--- src/rtl/dzcpu_uop_pkg.sv ---
// Shared encodings for the dzcpu micro-op sequencer: micro-op field positions,
// flow codes, the jcb action code and the sequencer state encoding.
package dzcpu_uop_pkg;

  localparam int FLOW_HI = 11;
  localparam int FLOW_LO = 9;
  localparam int ACT_HI  = 8;
  localparam int ACT_LO  = 5;
  localparam int OPND_HI = 4;
  localparam int OPND_LO = 0;

  typedef enum logic [2:0] {
    FLOW_OP        = 3'd0,
    FLOW_INC       = 3'd1,
    FLOW_EOF       = 3'd2,
    FLOW_INC_EOF   = 3'd3,
    FLOW_INC_EOF_Z = 3'd4
  } flow_e;

  localparam logic [3:0] ACT_JCB = 4'hF;

  typedef enum logic [2:0] {
    ST_IDLE   = 3'd0,
    ST_FETCH  = 3'd1,
    ST_DECODE = 3'd2,
    ST_EXEC   = 3'd3,
    ST_CBJUMP = 3'd4
  } state_e;

  function automatic logic [11:0] make_uop(input logic [2:0] flow, input logic [3:0] action,
                                           input logic [4:0] operand);
    return {flow, action, operand};
  endfunction

endpackage

--- src/rtl/dzcpu_uop_sequencer_if.sv ---
// Sequencer-side bundle: memory fetch, opcode/CB LUTs, ucode ROM and datapath gating.
// master = the sequencer, slave = the surrounding core.
interface dzcpu_uop_sequencer_if #(
  parameter int UPC_W = 8,
  parameter int UOP_W = 12
);
  logic [7:0]       iMemData;
  logic             iMemValid;
  logic             oFetchReq;
  logic [7:0]       oMop;
  logic [UPC_W-1:0] iUopFlowIdx;
  logic [7:0]       oCbMop;
  logic [UPC_W-1:0] iCbFlowIdx;
  logic [UPC_W-1:0] oUopAddr;
  logic [UOP_W-1:0] iUop;
  logic             iFlagZ;
  logic             iStall;
  logic             oUopValid;
  logic             oIncPc;
  logic             oInstrDone;
  logic             oError;

  modport master (
    input  iMemData, iMemValid, iUopFlowIdx, iCbFlowIdx, iUop, iFlagZ, iStall,
    output oFetchReq, oMop, oCbMop, oUopAddr, oUopValid, oIncPc, oInstrDone, oError
  );

  modport slave (
    output iMemData, iMemValid, iUopFlowIdx, iCbFlowIdx, iUop, iFlagZ, iStall,
    input  oFetchReq, oMop, oCbMop, oUopAddr, oUopValid, oIncPc, oInstrDone, oError
  );
endinterface

--- src/rtl/dzcpu_uop_wdog.sv ---
// Per-instruction micro-op watchdog (built only with DZCPU_UOP_WDOG_EN): trips combinationally
// on the MAX_UOPS-th executed uop that does not end the instruction; error is sticky until reset.
module dzcpu_uop_wdog #(
  parameter int MAX_UOPS = 32
) (
  input  logic clk,
  input  logic rst_n,
  input  logic clr,
  input  logic inc,
  input  logic eof,
  output logic trip,
  output logic error
);
  localparam int CNT_W = $clog2(MAX_UOPS + 1);

  logic [CNT_W-1:0] cnt;

  assign trip = inc && !eof && (cnt == CNT_W'(MAX_UOPS - 1));

  always_ff @(posedge clk or negedge rst_n) begin
    if (!rst_n) begin
      cnt   <= '0;
      error <= 1'b0;
    end else begin
      if (clr) begin
        cnt <= '0;
      end else if (inc) begin
        cnt <= cnt + 1'b1;
      end
      if (trip) begin
        error <= 1'b1;
      end
    end
  end
endmodule

--- src/rtl/dzcpu_uop_sequencer.sv ---
// dzcpu micro-op sequencer: FETCH -> DECODE -> EXEC (+CBJUMP), min 3 cycles per instruction;
// iStall freezes EXEC only. DZCPU_UOP_WDOG_EN adds the uop-count watchdog driving oError.
module dzcpu_uop_sequencer
  import dzcpu_uop_pkg::*;
#(
  parameter int UPC_W = 8,
  parameter int UOP_W = 12
`ifdef DZCPU_UOP_WDOG_EN
  , parameter int MAX_UOPS = 32
`endif
) (
  input  logic                   iClock,
  input  logic                   iReset,
  dzcpu_uop_sequencer_if.master  uif
);

  state_e           state;
  logic [UPC_W-1:0] upc;
  logic [7:0]       mop;
  logic [7:0]       cbmop;

  logic [2:0] flow;
  logic [3:0] action;
  logic       exec_go;
  logic       is_jcb;
  logic       flow_inc;
  logic       flow_eof;
  logic       end_ok;
  logic       wdog_trip;
  logic       wdog_err;

  assign flow    = uif.iUop[FLOW_HI:FLOW_LO];
  assign action  = uif.iUop[ACT_HI:ACT_LO];
  assign exec_go = (state == ST_EXEC) && !uif.iStall;
  assign is_jcb  = (action == ACT_JCB);

  always_comb begin
    flow_inc = 1'b0;
    flow_eof = 1'b0;
    case (flow)
      FLOW_OP:        ;
      FLOW_INC:       flow_inc = 1'b1;
      FLOW_EOF:       flow_eof = 1'b1;
      FLOW_INC_EOF:   begin flow_inc = 1'b1; flow_eof = 1'b1; end
      FLOW_INC_EOF_Z: begin flow_inc = 1'b1; flow_eof = uif.iFlagZ; end
      default:        flow_eof = 1'b1;
    endcase
  end

  // A jcb redirects into the CB flow, so it never ends the instruction itself.
  assign end_ok = flow_eof && !is_jcb;

`ifdef DZCPU_UOP_WDOG_EN
  dzcpu_uop_wdog #(.MAX_UOPS(MAX_UOPS)) u_wdog (
    .clk   (iClock),
    .rst_n (iReset),
    .clr   (state == ST_DECODE),
    .inc   (exec_go),
    .eof   (end_ok),
    .trip  (wdog_trip),
    .error (wdog_err)
  );
`else
  assign wdog_trip = 1'b0;
  assign wdog_err  = 1'b0;
`endif

  assign uif.oFetchReq  = (state == ST_FETCH);
  assign uif.oUopAddr   = upc;
  assign uif.oUopValid  = exec_go;
  assign uif.oIncPc     = exec_go && flow_inc;
  assign uif.oInstrDone = exec_go && (end_ok || wdog_trip);
  assign uif.oMop       = mop;
  assign uif.oCbMop     = cbmop;
  assign uif.oError     = wdog_err;

  always_ff @(posedge iClock or negedge iReset) begin
    if (!iReset) begin
      state <= ST_IDLE;
      upc   <= '0;
      mop   <= '0;
      cbmop <= '0;
    end else begin
      case (state)
        ST_IDLE: state <= ST_FETCH;
        ST_FETCH: begin
          if (uif.iMemValid) begin
            mop   <= uif.iMemData;
            state <= ST_DECODE;
          end
        end
        ST_DECODE: begin
          upc   <= uif.iUopFlowIdx;
          state <= ST_EXEC;
        end
        ST_EXEC: begin
          if (exec_go) begin
            if (wdog_trip || end_ok) begin
              state <= ST_FETCH;
            end else if (is_jcb) begin
              cbmop <= uif.iMemData;
              state <= ST_CBJUMP;
            end else begin
              upc <= upc + 1'b1;
            end
          end
        end
        ST_CBJUMP: begin
          upc   <= uif.iCbFlowIdx;
          state <= ST_EXEC;
        end
        default: state <= ST_IDLE;
      endcase
    end
  end

endmodule

--- src/flat_wrapper.sv ---
// flat-port wrapper written by rule: the top's interface ports become plain ports
module dzcpu_uop_sequencer_flat import dzcpu_uop_pkg::*;
#(
  parameter int UPC_W = 8,
  parameter int UOP_W = 12

)
  (iClock, iReset, uif_iMemData, uif_iMemValid, uif_iUopFlowIdx, uif_iCbFlowIdx, uif_iUop, uif_iFlagZ, uif_iStall, uif_oFetchReq, uif_oMop, uif_oCbMop, uif_oUopAddr, uif_oUopValid, uif_oIncPc, uif_oInstrDone, uif_oError);
  dzcpu_uop_sequencer_if #(.UPC_W(UPC_W), .UOP_W(UOP_W)) uif_i ();
  input  logic iClock;
  input  logic iReset;
  input wire logic [$bits(uif_i.iMemData)-1:0] uif_iMemData;
  input wire logic [$bits(uif_i.iMemValid)-1:0] uif_iMemValid;
  input wire logic [$bits(uif_i.iUopFlowIdx)-1:0] uif_iUopFlowIdx;
  input wire logic [$bits(uif_i.iCbFlowIdx)-1:0] uif_iCbFlowIdx;
  input wire logic [$bits(uif_i.iUop)-1:0] uif_iUop;
  input wire logic [$bits(uif_i.iFlagZ)-1:0] uif_iFlagZ;
  input wire logic [$bits(uif_i.iStall)-1:0] uif_iStall;
  output wire logic [$bits(uif_i.oFetchReq)-1:0] uif_oFetchReq;
  output wire logic [$bits(uif_i.oMop)-1:0] uif_oMop;
  output wire logic [$bits(uif_i.oCbMop)-1:0] uif_oCbMop;
  output wire logic [$bits(uif_i.oUopAddr)-1:0] uif_oUopAddr;
  output wire logic [$bits(uif_i.oUopValid)-1:0] uif_oUopValid;
  output wire logic [$bits(uif_i.oIncPc)-1:0] uif_oIncPc;
  output wire logic [$bits(uif_i.oInstrDone)-1:0] uif_oInstrDone;
  output wire logic [$bits(uif_i.oError)-1:0] uif_oError;
  assign uif_i.iMemData = uif_iMemData;
  assign uif_i.iMemValid = uif_iMemValid;
  assign uif_i.iUopFlowIdx = uif_iUopFlowIdx;
  assign uif_i.iCbFlowIdx = uif_iCbFlowIdx;
  assign uif_i.iUop = uif_iUop;
  assign uif_i.iFlagZ = uif_iFlagZ;
  assign uif_i.iStall = uif_iStall;
  assign uif_oFetchReq = uif_i.oFetchReq;
  assign uif_oMop = uif_i.oMop;
  assign uif_oCbMop = uif_i.oCbMop;
  assign uif_oUopAddr = uif_i.oUopAddr;
  assign uif_oUopValid = uif_i.oUopValid;
  assign uif_oIncPc = uif_i.oIncPc;
  assign uif_oInstrDone = uif_i.oInstrDone;
  assign uif_oError = uif_i.oError;
  dzcpu_uop_sequencer #(.UPC_W(UPC_W), .UOP_W(UOP_W)) u_core (.iClock(iClock), .iReset(iReset), .uif(uif_i));
endmodule
--- config.mk ---
export PLATFORM = sky130hd
export DESIGN_NAME = dzcpu_uop_sequencer_flat
export DESIGN_NICKNAME = d
export VERILOG_FILES = /design/src/rtl/dzcpu_uop_pkg.sv /design/src/rtl/dzcpu_uop_sequencer_if.sv /design/src/rtl/dzcpu_uop_wdog.sv /design/src/rtl/dzcpu_uop_sequencer.sv /design/src/flat_wrapper.sv
export SDC_FILE = /design/constraint.sdc
export NUM_CORES = 1
export LEC_CHECK = 0
export ABC_CLOCK_PERIOD_IN_PS = 5200
export BUFFER_PORTS_ARGS = -buffer_cell sky130_fd_sc_hd__buf_2
export CAP_MARGIN = 20
export CORE_MARGIN = 2
export CORE_UTILIZATION = 50
export CTS_CLUSTER_SIZE = 20
export DETAILED_ROUTE_END_ITERATION = 6
export GPL_TIMING_DRIVEN = 0
export PLACE_DENSITY = 0.85
export SLEW_MARGIN = 20
export SYNTH_ARGS = -nofsm -noshare
export SYNTH_HDL_FRONTEND = slang
export SYNTH_SLANG_ARGS = --single-unit
--- constraint.sdc ---
create_clock -name iClock -period 5.2 [get_ports iClock]
set_clock_uncertainty 0.1 [all_clocks]
set_input_delay 0.52 -clock iClock [delete_from_list [all_inputs] [get_ports iClock]]
set_output_delay 0.52 -clock iClock [all_outputs]
set_load 0.02 [all_outputs]
==> impl_metrics.csv <==
group,metric,value,unit
status,run_status,"completed",
global_route,grt_overflow,0,
detailed_routing,drtIter0Drc,57,
die,initial_utilization,54.0,%
die,die-area,3480,sq um
setup_path,cp.arrival,1.76,ns
global_route,track_usage,21.1,%
clock_tree,tritoncts,"built",
pwr,ir_worst_vdd,0.000483,V
global_route,grt_pass1_wl,5600,microns
place,dpl_cell_area,1870,sq um
pwr,leakage,0.942,nW
layout,multiInputGateArea,785,sq um
synth,synthCells,131,
clock_tree,post_cts_buffers,0,
synth,synth_nets,173,
setup_path,r2r_cells,4,
timing,rsz0062_at_grt,"no",
setup_path,reg2reg_to,"u_core.uif.oCbMop[4]$_DFFE_PN0P_",
layout,fillers,228,
clock_tree,h-tree-depth,1,
layout,area_growth,25.5,%
timing,final_hold_viol_count,0,
clock_tree,cts_buffers,3,
run,cap_violations,0,
setup_path,crit_start,"u_core.state[2]$_DFFE_PN0P_",
synth,ys_async_sr_fraction,100,%
detailed_routing,wl_per_cell,14.6,microns
die,die_y,59.0,microns
clock_tree,hold_buffers,0,
synth,synth_warnings,0,
detailed_routing,drt_wl_total,3350,microns
setup_path,r2r-start,"u_core.state[2]$_DFFE_PN0P_",
synth,ys_types,43,
layout,final_nets,241,
layout,postLayoutCellArea,1900,sq um
synth,synth_area_per_cell,11.6,sq um
setup_path,start_kind,"flip-flop",
global_route,grt_pass1_vias,1285,
setup_path,worst-setup-path-type,"reg2out",
die,rows,19,
clock_tree,clk_latency,0.34,ns
timing,tightest_slew,0.599,ns
timing,setup_viol,0,
timing,maxSlewViolCount,0,
global_route,grt_max_degree,28,
synth,synth-edff-count,0,
timing,relSlewSlack,60.1,%
layout,drive_gt1_share,48.5,%
timing,clock.fmax,420,MHz
synth,yosysSeqAreaShare,44.6,%
die,core-area,2810,sq um
detailed_routing,drc,0,
die,die_width,59.0,microns
clock_tree,cts.clk_slew.worst_paths,0.16,ns
detailed_routing,dr.pass1.iters,4,
worst_hold_path,hold_path.class,"in2async",
place,dp_hpwl,2560,microns
clock_tree,post_cts_resized,0,
detailed_routing,vias,1310,
die,io_pins,70,
clock_tree,cts_max_path_buffers,2,
setup_path,critPathMaxFanout,5,
setup_path,critPathRequiredTime,4.58,ns
layout,diodes,0,
timing,tns,0,ns
synth,ys_ff_latch,27,
detailed_routing,antenna_left,0,
timing,post-route-period-util,45.7,%
detailed_routing,viasPerCell,5.72,
place,portBuffers,63,
clock_tree,clkSinkCount,27,
synth,synth_ff_type,"dfrtp_1",
clock_tree,cts-root-buf,"clkbuf_4",
pwr,p_per_area,560,nW/um^2
timing,period_needed,2.38,ns
place,place_congestion,0.924,
setup_path,endpoint,"uif_oInstrDone",
layout,seqCellArea,676,sq um
global_route,antenna_found_initial,0,
synth,syn_area,1510,sq um
setup_path,end_kind,"output port",
setup_path,r2r_slack,3.32,ns
==> registers in the layout, summed over array words and instances (netlist names) <==
signal,flops
u_core.uif.oMop,8
u_core.uif.oCbMop,8
u_core.uif.oUopAddr,8
u_core.state,3
==> layer usage <==
layer | GRT usage, % | part of all wire [%] | vias to the layer above
met5 | 0 | 0 | -
met4 | 8.44 | 1.4 | 0
met3 | 5.24 | 5.4 | 6
met2 | 35.2 | 50 | 42
met1 | 26.3 | 43 | 629
li1 | - | - | 633
==> critical path: stages, from the launching register on <==
cell	delay, ns
dfrtp_1	0.45
and3b_1	0.38
nand2b_1	0.20
nor3_1	0.20
buf_2	0.18
==> per-stage QoR <==
stage | hold slack (ns) | setup WS, ns | power [W] | cells | util, %
final | 0.0571 | 2.82 | 0.00106 | 229 | 67.7
after floorplan | 0.124 | 3.22 | 0.000789 | 131 | -
after global placement | 0.386 | 3.10 | 0.000952 | 225 | 66.6
after global routing | 0.0613 | 2.68 | 0.00114 | 229 | 67.7
after CTS | 0.0702 | 2.81 | 0.00107 | 229 | 67.7
after detailed placement | 0.390 | 3.11 | 0.000970 | 225 | 66.6
==> power by group <==
part           total, W  switching, W  internal [W]
Clock          0.000100     0.0000685     0.0000315
Combinational  0.000587      0.000330      0.000257
Sequential     0.000377     0.0000731      0.000304
Total           0.00106      0.000471      0.000593
==> cell usage after synthesis, types with 2 or more instances <==
| master | count | area share [%] |
|---|---|---|
| a21o_1 | 2 | 0.99 |
| a21oi_1 | 6 | 2.0 |
| a221oi_1 | 2 | 1.2 |
| a2bb2oi_1 | 2 | 1.2 |
| and2_1 | 2 | 0.83 |
| and3_1 | 4 | 1.7 |
| buf_4 | 2 | 0.99 |
| buf_6 | 2 | 1.5 |
| dfrtp_1 | 27 | 45 |
| inv_1 | 3 | 0.74 |
| mux2_2 | 16 | 12 |
| mux2i_1 | 2 | 1.3 |
| nand2_1 | 2 | 0.50 |
| nand2b_1 | 4 | 1.7 |
| nand3_1 | 3 | 0.99 |
| nand3b_1 | 2 | 0.99 |
| nor2_1 | 7 | 1.7 |
| nor3b_1 | 3 | 1.5 |
| o211ai_1 | 3 | 1.5 |
| o21a_1 | 3 | 1.5 |
| o21ai_0 | 5 | 1.7 |
| o22a_1 | 2 | 1.2 |
| o22ai_1 | 3 | 1.2 |
| o2bb2ai_1 | 5 | 2.9 |
==> placed cells by master, fill, tap and decap left out, types with 3 or more instances in the layout <==
cell       instances
o22ai_1            3
dfrtp_1           27
nand3_1            3
o21ai_0            5
buf_2             64
o211ai_1           3
a21oi_1            6
nand2b_1           4
nor2_1             7
mux2_2            16
o21a_1             3
clkbuf_4           3
and3_1             4
nor3b_1            3
o2bb2ai_1          5
inv_1              3
==> worst min-delay path by stage <==
stage	cells after the start	end	slack, ns
3_5_place_dp	1	u_core.uif.oMop[4]$_DFFE_PN0P_	0.39
2_1_floorplan	0	u_core.state[0]$_DFFE_PN0P_	0.12
6_report	1	u_core.state[0]$_DFFE_PN0P_	0.06
5_1_grt	1	u_core.state[2]$_DFFE_PN0P_	0.06
4_1_cts	1	u_core.state[2]$_DFFE_PN0P_	0.07
3_3_place_gp	1	u_core.uif.oMop[1]$_DFFE_PN0P_	0.39
==> layout make-up <==
cell class,instances,share of cell area (%)
plain buffers,5,2.24
clock buffers,3,1.19
clock inverters,1,0.461
inverters,3,0.593
multi-input cells,96,41.3
flip-flops and latches,27,35.6
well taps,31,2.04
repair buffers,63,16.6
==> kinds of logic after synthesis <==
| family | count (synthesis) | synth area share, % |
|---|---|---|
| other | 1 | 0.248 |
| xor gates and xnor gates | 1 | 0.579 |
| DFF | 27 | 44.6 |
| buffers and inverters | 8 | 3.55 |
| AOI/OAI and AO/OA | 38 | 20.4 |
| muxes | 19 | 14.2 |
| and+or+nand+nor | 36 | 15.5 |
| adders and majority gates | 1 | 0.826 |
Power figures use the tool's default switching activity.
